===== src/rtl/nand_gate_if.sv =====
// Operand/result bundle for the NAND primitive and its clocked self-check side-band.
interface nand_gate_if #(
  parameter int WIDTH = 1,
  parameter int CNT_W = 16
);
  logic [WIDTH-1:0] A;
  logic [WIDTH-1:0] B;
  logic [WIDTH-1:0] Y;
  logic [WIDTH-1:0] Y_q;
  logic [CNT_W-1:0] toggle_cnt;
  logic [3:0]       cov_seen;
  logic             cov_full;

  modport master (output A, B, input Y, Y_q, toggle_cnt, cov_seen, cov_full);
  modport slave  (input A, B, output Y, Y_q, toggle_cnt, cov_seen, cov_full);
endinterface


===== src/rtl/nand_gate.sv =====
// Bitwise NAND base cell: combinational Y plus a registered copy, a saturating
// output-toggle counter and sticky bit-0 truth-table coverage flags.
module nand_lane (
  input  logic clk,
  input  logic rst,
  input  logic a,
  input  logic b,
  output logic y,
  output logic y_q
);
  // A 0 on either input forces 1 even when the other input is X/Z.
  assign y = ~(a & b);

  always_ff @(posedge clk) begin
    if (rst) y_q <= 1'b1;
    else     y_q <= y;
  end
endmodule

module nand_gate #(
  parameter int WIDTH = 1,
  parameter int CNT_W = 16
) (
  input  logic        clk,
  input  logic        rst,
  nand_gate_if.slave  bus
);
  logic [WIDTH-1:0] y;
  logic [WIDTH-1:0] y_q;
  logic [CNT_W-1:0] toggle_cnt;
  logic [3:0]       cov_seen;
  logic [3:0]       cov_hit;
  logic             toggle;

  for (genvar i = 0; i < WIDTH; i++) begin : g_lane
    nand_lane u_lane (
      .clk (clk),
      .rst (rst),
      .a   (bus.A[i]),
      .b   (bus.B[i]),
      .y   (y[i]),
      .y_q (y_q[i])
    );
  end

  // y is the value y_q loads at the next edge, so any difference is a toggle.
  assign toggle  = |(y ^ y_q);
  assign cov_hit = 4'b0001 << {bus.A[0], bus.B[0]};

  always_ff @(posedge clk) begin
    if (rst) begin
      toggle_cnt <= '0;
      cov_seen   <= '0;
    end else begin
      if (toggle && toggle_cnt != {CNT_W{1'b1}})
        toggle_cnt <= toggle_cnt + CNT_W'(1);
      cov_seen <= cov_seen | cov_hit;
    end
  end

  assign bus.Y          = y;
  assign bus.Y_q        = y_q;
  assign bus.toggle_cnt = toggle_cnt;
  assign bus.cov_seen   = cov_seen;
  assign bus.cov_full   = &cov_seen;
endmodule


===== src/flat_wrapper.sv =====
// flat-port wrapper written by rule: the top's interface ports become plain ports
module nand_gate_flat 
#(
  parameter int WIDTH = 1,
  parameter int CNT_W = 16
)
  (clk, rst, bus_A, bus_B, bus_Y, bus_Y_q, bus_toggle_cnt, bus_cov_seen, bus_cov_full);
  nand_gate_if #(.WIDTH(WIDTH), .CNT_W(CNT_W)) bus_i ();
  input  logic clk;
  input  logic rst;
  input wire logic [$bits(bus_i.A)-1:0] bus_A;
  input wire logic [$bits(bus_i.B)-1:0] bus_B;
  output wire logic [$bits(bus_i.Y)-1:0] bus_Y;
  output wire logic [$bits(bus_i.Y_q)-1:0] bus_Y_q;
  output wire logic [$bits(bus_i.toggle_cnt)-1:0] bus_toggle_cnt;
  output wire logic [$bits(bus_i.cov_seen)-1:0] bus_cov_seen;
  output wire logic [$bits(bus_i.cov_full)-1:0] bus_cov_full;
  assign bus_i.A = bus_A;
  assign bus_i.B = bus_B;
  assign bus_Y = bus_i.Y;
  assign bus_Y_q = bus_i.Y_q;
  assign bus_toggle_cnt = bus_i.toggle_cnt;
  assign bus_cov_seen = bus_i.cov_seen;
  assign bus_cov_full = bus_i.cov_full;
  nand_gate #(.WIDTH(WIDTH), .CNT_W(CNT_W)) u_core (.clk(clk), .rst(rst), .bus(bus_i));
endmodule

===== config.mk =====
export PLATFORM = sky130hd
export DESIGN_NAME = nand_gate_flat
export DESIGN_NICKNAME = d
export VERILOG_FILES = /design/src/rtl/nand_gate_if.sv /design/src/rtl/nand_gate.sv /design/src/flat_wrapper.sv
export SDC_FILE = /design/constraint.sdc
export NUM_CORES = 1
export LEC_CHECK = 0
export CORE_ASPECT_RATIO = 0.7
export CORE_MARGIN = 2
export CORE_UTILIZATION = 32
export DETAILED_ROUTE_END_ITERATION = 8
export HOLD_SLACK_MARGIN = 0.05
export SLEW_MARGIN = 30
export SYNTH_ARGS = -nofsm -noshare
export SYNTH_HDL_FRONTEND = slang
export SYNTH_HIERARCHICAL = 1
export SYNTH_SLANG_ARGS = --single-unit

===== constraint.sdc =====
create_clock -name clk -period 4.25 [get_ports clk]
set_input_delay 0.85 -clock clk [delete_from_list [all_inputs] [get_ports clk]]
set_output_delay 0.85 -clock clk [all_outputs]
set_load 0.05 [all_outputs]

==> flow_summary_export.csv <==
group,metric,value,unit
run_status,status,"complete, no violations",
worst_setup_path,critical_path.startpoint_type,"input port",
routing,drt-initial-drc-count,59,
min_path,hp-class,"reg -> reg",
final_layout,antenna_cells,0,
final_layout,layout.cells.non_filler,187,
timing,slew_of_the_pin_with_the_lowest_slew_margin,0.767,ns
final_layout,multiInputGateArea,578,µm²
final_layout,final_cell_mix,"sky130_fd_sc_hd__clkdlybuf4s50_1, sky130_fd_sc_hd__dfxtp_1, sky130_fd_sc_hd__a21oi_1",
synthesis,ys_top_cells_by_area,"sky130_fd_sc_hd__dfxtp_1, sky130_fd_sc_hd__a21oi_1, sky130_fd_sc_hd__nand3_1",
synthesis,synth_sequential_area_ratio,41.0,%
grt,first_global_vias,909,
worst_setup_path,reg2reg_to,"u_core/bus.toggle_cnt[10]",
timing,report.final.hold_viol_count,0,
grt,grtUsageTotal,14.9,%
worst_setup_path,crit_path_frequent_cell,"sky130_fd_sc_hd__clkdlybuf4s50_1",
grt,grt_antenna_before_repair,0,
timing,slew_headroom,48.4,%
clocking,path_clk_slew,0.08,ns
floorplan,ioPinCount,27,
timing,timing.clock.skew,0.00308,ns
grt,grt_first_pass_wirelength,4.26,mm
worst_setup_path,cp.arrival,2.32,ns
worst_setup_path,worst_setup_end_kind,"output pin",
worst_setup_path,worst-setup-path-type,"in -> out",
run,timing.max_cap.violations,0,
floorplan,die_height,51.3,µm
worst_setup_path,worstSetupEndpoint,"bus_Y",
synthesis,mappedNetlistArea,1020,µm²
timing,final_period_minus_worst_setup_slack,3.17,ns
floorplan,core_area,3110,µm²
clocking,clk_path_buf_depth,2,
clocking,clock_network_latency_to_the_later_pin_of_the_worst_skew_pair,0.26,ns
final_layout,flow.area_growth_from_synthesis,33.3,%
worst_setup_path,critical-path-max-stage-delay,0.82,ns
place,dp_hpwl,1.78,mm
power_and_ir_drop,p_leak,0.442,nW
power_and_ir_drop,pwr_density_cell,303,nW/µm²
worst_setup_path,maximum_fanout_along_the_worst_path,5,
final_layout,drive_gt1_share,6.71,%
clocking,hold_buffers,0,
clocking,numCtsBuffers,3,
routing,drtPass1Iterations,4,
synthesis,yosysWarnings,6,
clocking,number_of_h_tree_branching_levels,1,
floorplan,die_width,71.6,µm
clocking,cts_tree,"built",
worst_setup_path,cp_cell_sequence,"clkdlybuf4s50_1 -> nand2_1 -> clkdlybuf4s50_1",
place,placedCellCount,183,
place,place.gp.congestion,0.829,
worst_setup_path,rr_startpoint,"u_core/bus.toggle_cnt[0]",
final_layout,nets,155,
clocking,cts.sinks,21,
timing,max_freq,315,MHz
place,port-buffer-count,26,
worst_setup_path,worstSetupStartpoint,"bus_A",
power_and_ir_drop,vdd_ir_drop_max,0.129,mV
clocking,cts.repair.resized,0,
timing,period_share,74.6,%
timing,final_max_tran_viols,0,
grt,grt_start_max_net_pins,28,
routing,wire_per_inst,13.6,µm
routing,via_count,1033,
worst_setup_path,worst_endpoint_required_time,3.40,ns
routing,drc,0,
final_layout,sequential_cell_area,420,µm²
synthesis,synth_top_cell_area_share,41.0,%
worst_setup_path,r2r_setup_slack,2.13,ns
routing,wirelength,2.54,mm
floorplan,num_rows,17,
floorplan,initial_utilization,33.0,%
floorplan,area_of_the_die,3680,µm²
grt,globalRoute.totalOverflow,0,
final_layout,most_common_library_cell_in_the_layout_ignoring_fill_and_taps,"sky130_fd_sc_hd__clkdlybuf4s50_1",
place,pre_cts_slack,1.07,ns
worst_setup_path,worst_path_max_delay_cell,"sky130_fd_sc_hd__clkdlybuf4s50_1",
final_layout,postLayoutCoreUtil,44.0,%
routing,final_antenna_net_count,0,
clocking,clock_tree.root_cell,"sky130_fd_sc_hd__clkbuf_8",
power_and_ir_drop,post_layout_total_power,415,µW
synthesis,synth_cell_type_count,36,
clocking,cts_setup_buffers,0,
synthesis,postSynthRegisterBits,21,
synthesis,synthesis.instances,122,
synthesis,synthesis.area_per_instance,8.40,µm²
routing,avgViaCountPerCell,5.52,
timing,finalSetupViolCount,0,
final_layout,layout.filler_cells,328,
synthesis,synth_top_area_cell,"sky130_fd_sc_hd__dfxtp_1",
timing,rsz0062_at_grt,"no",
worst_setup_path,rr_worst_depth,5,
timing,setup_total_negative_slack,0,ns
timing,setup_slack,1.08,ns
synthesis,mappedNetlistNets,127,
[where the power goes]
part	internal [mW]	total (mW)	switching, mW
registers	0.204	0.214	0.00940
clock network	0.0653	0.130	0.0649
logic	0.0256	0.0709	0.0454
total	0.295	0.415	0.120
[cell families (layout without fill, tap and decap cells)]
| family | count (synthesis) | in the layout | share of synthesized area [%] |
|---|---|---|---|
| flip-flops | 21 | 21 | 41.0 |
| multiplexers | 1 | 1 | 1.10 |
| AO/OA/AOI/OAI | 31 | 31 | 18.3 |
| adder cells (fa/ha/maj) | 1 | 1 | 1.22 |
| XOR/XNOR | 2 | 2 | 1.71 |
| buffers and inverters | 7 | 34 | 2.56 |
| AND/OR/NAND/NOR | 59 | 59 | 34.1 |
[routing by layer]
metal / GRT usage (%) / share of wire (%) / vias up
met3: 4.93 / 7.9 / 2
met2: 22.4 / 41 / 34
met1: 20.8 / 50 / 477
li1: - / - / 520
met4: 2.83 / 0.51 / 0
met5: 0 / 0 / -
[registers in the layout, summed over array words and instances (netlist names)]
signal                    count
u_core/bus.cov_seen           4
u_core/g_lane.u_lane/y_q      1
u_core/bus.toggle_cnt        16
[cells in the mapped netlist, drive strengths merged]
cell type / n
nand4b: 1
buf: 1
and4b: 1
o2111ai: 1
clkbuf: 3
and4: 3
nand2: 7
xor2: 1
a41oi: 2
o31ai: 4
and2: 2
dfxtp: 21
or4: 5
or2: 1
nor4: 3
inv: 3
a211oi: 2
a31oi: 3
nor2b: 1
nand4: 3
mux2: 1
nor3: 7
nand3: 8
and3: 1
xnor2: 1
o21bai: 1
nor3b: 3
nand2b: 1
a21oi: 16
or3: 3
nor2: 8
o21ai: 2
nand3b: 1
ha: 1
[worst max-delay path: cells and delay by family]
kind	cells	cell delay [ns]
buffers and inverters	2	1.30
and+or+nand+nor	1	0.17
[cell type report]
cell class              instances  area share, %
multi-input cells              94           42.3
flip-flops and latches         21           30.8
repair buffers                 27           19.2
well taps                      38           3.48
clock buffers                   3           3.02
inverters                       3          0.824
clock inverters                 1          0.366
[metrics by stage]
stage	hold WS [ns]	cell area [µm²]
6_report	0.493	1370
4_1_cts	0.512	1370
3_3_place_gp	0.479	1330
2_1_floorplan	0.723	1020
5_1_grt	0.557	1370
3_5_place_dp	0.492	1330
[how the worst min path moves through the flow]
stage | start | end | slack (ns) | cells past startpoint
global route | u_core/bus.cov_seen[0] | u_core/bus.cov_seen[0] | 0.56 | 2
CTS | u_core/bus.cov_seen[0] | u_core/bus.cov_seen[0] | 0.51 | 2
global placement | u_core/bus.cov_seen[0] | u_core/bus.cov_seen[0] | 0.48 | 2
detailed placement | u_core/bus.cov_seen[3] | u_core/bus.cov_seen[3] | 0.49 | 2
finish | u_core/bus.cov_seen[0] | u_core/bus.cov_seen[0] | 0.49 | 2
floorplan | u_core/bus.toggle_cnt[10] | u_core/bus.toggle_cnt[10] | 0.72 | 2
No activity file was read; power rests on OpenSTA's default activity.
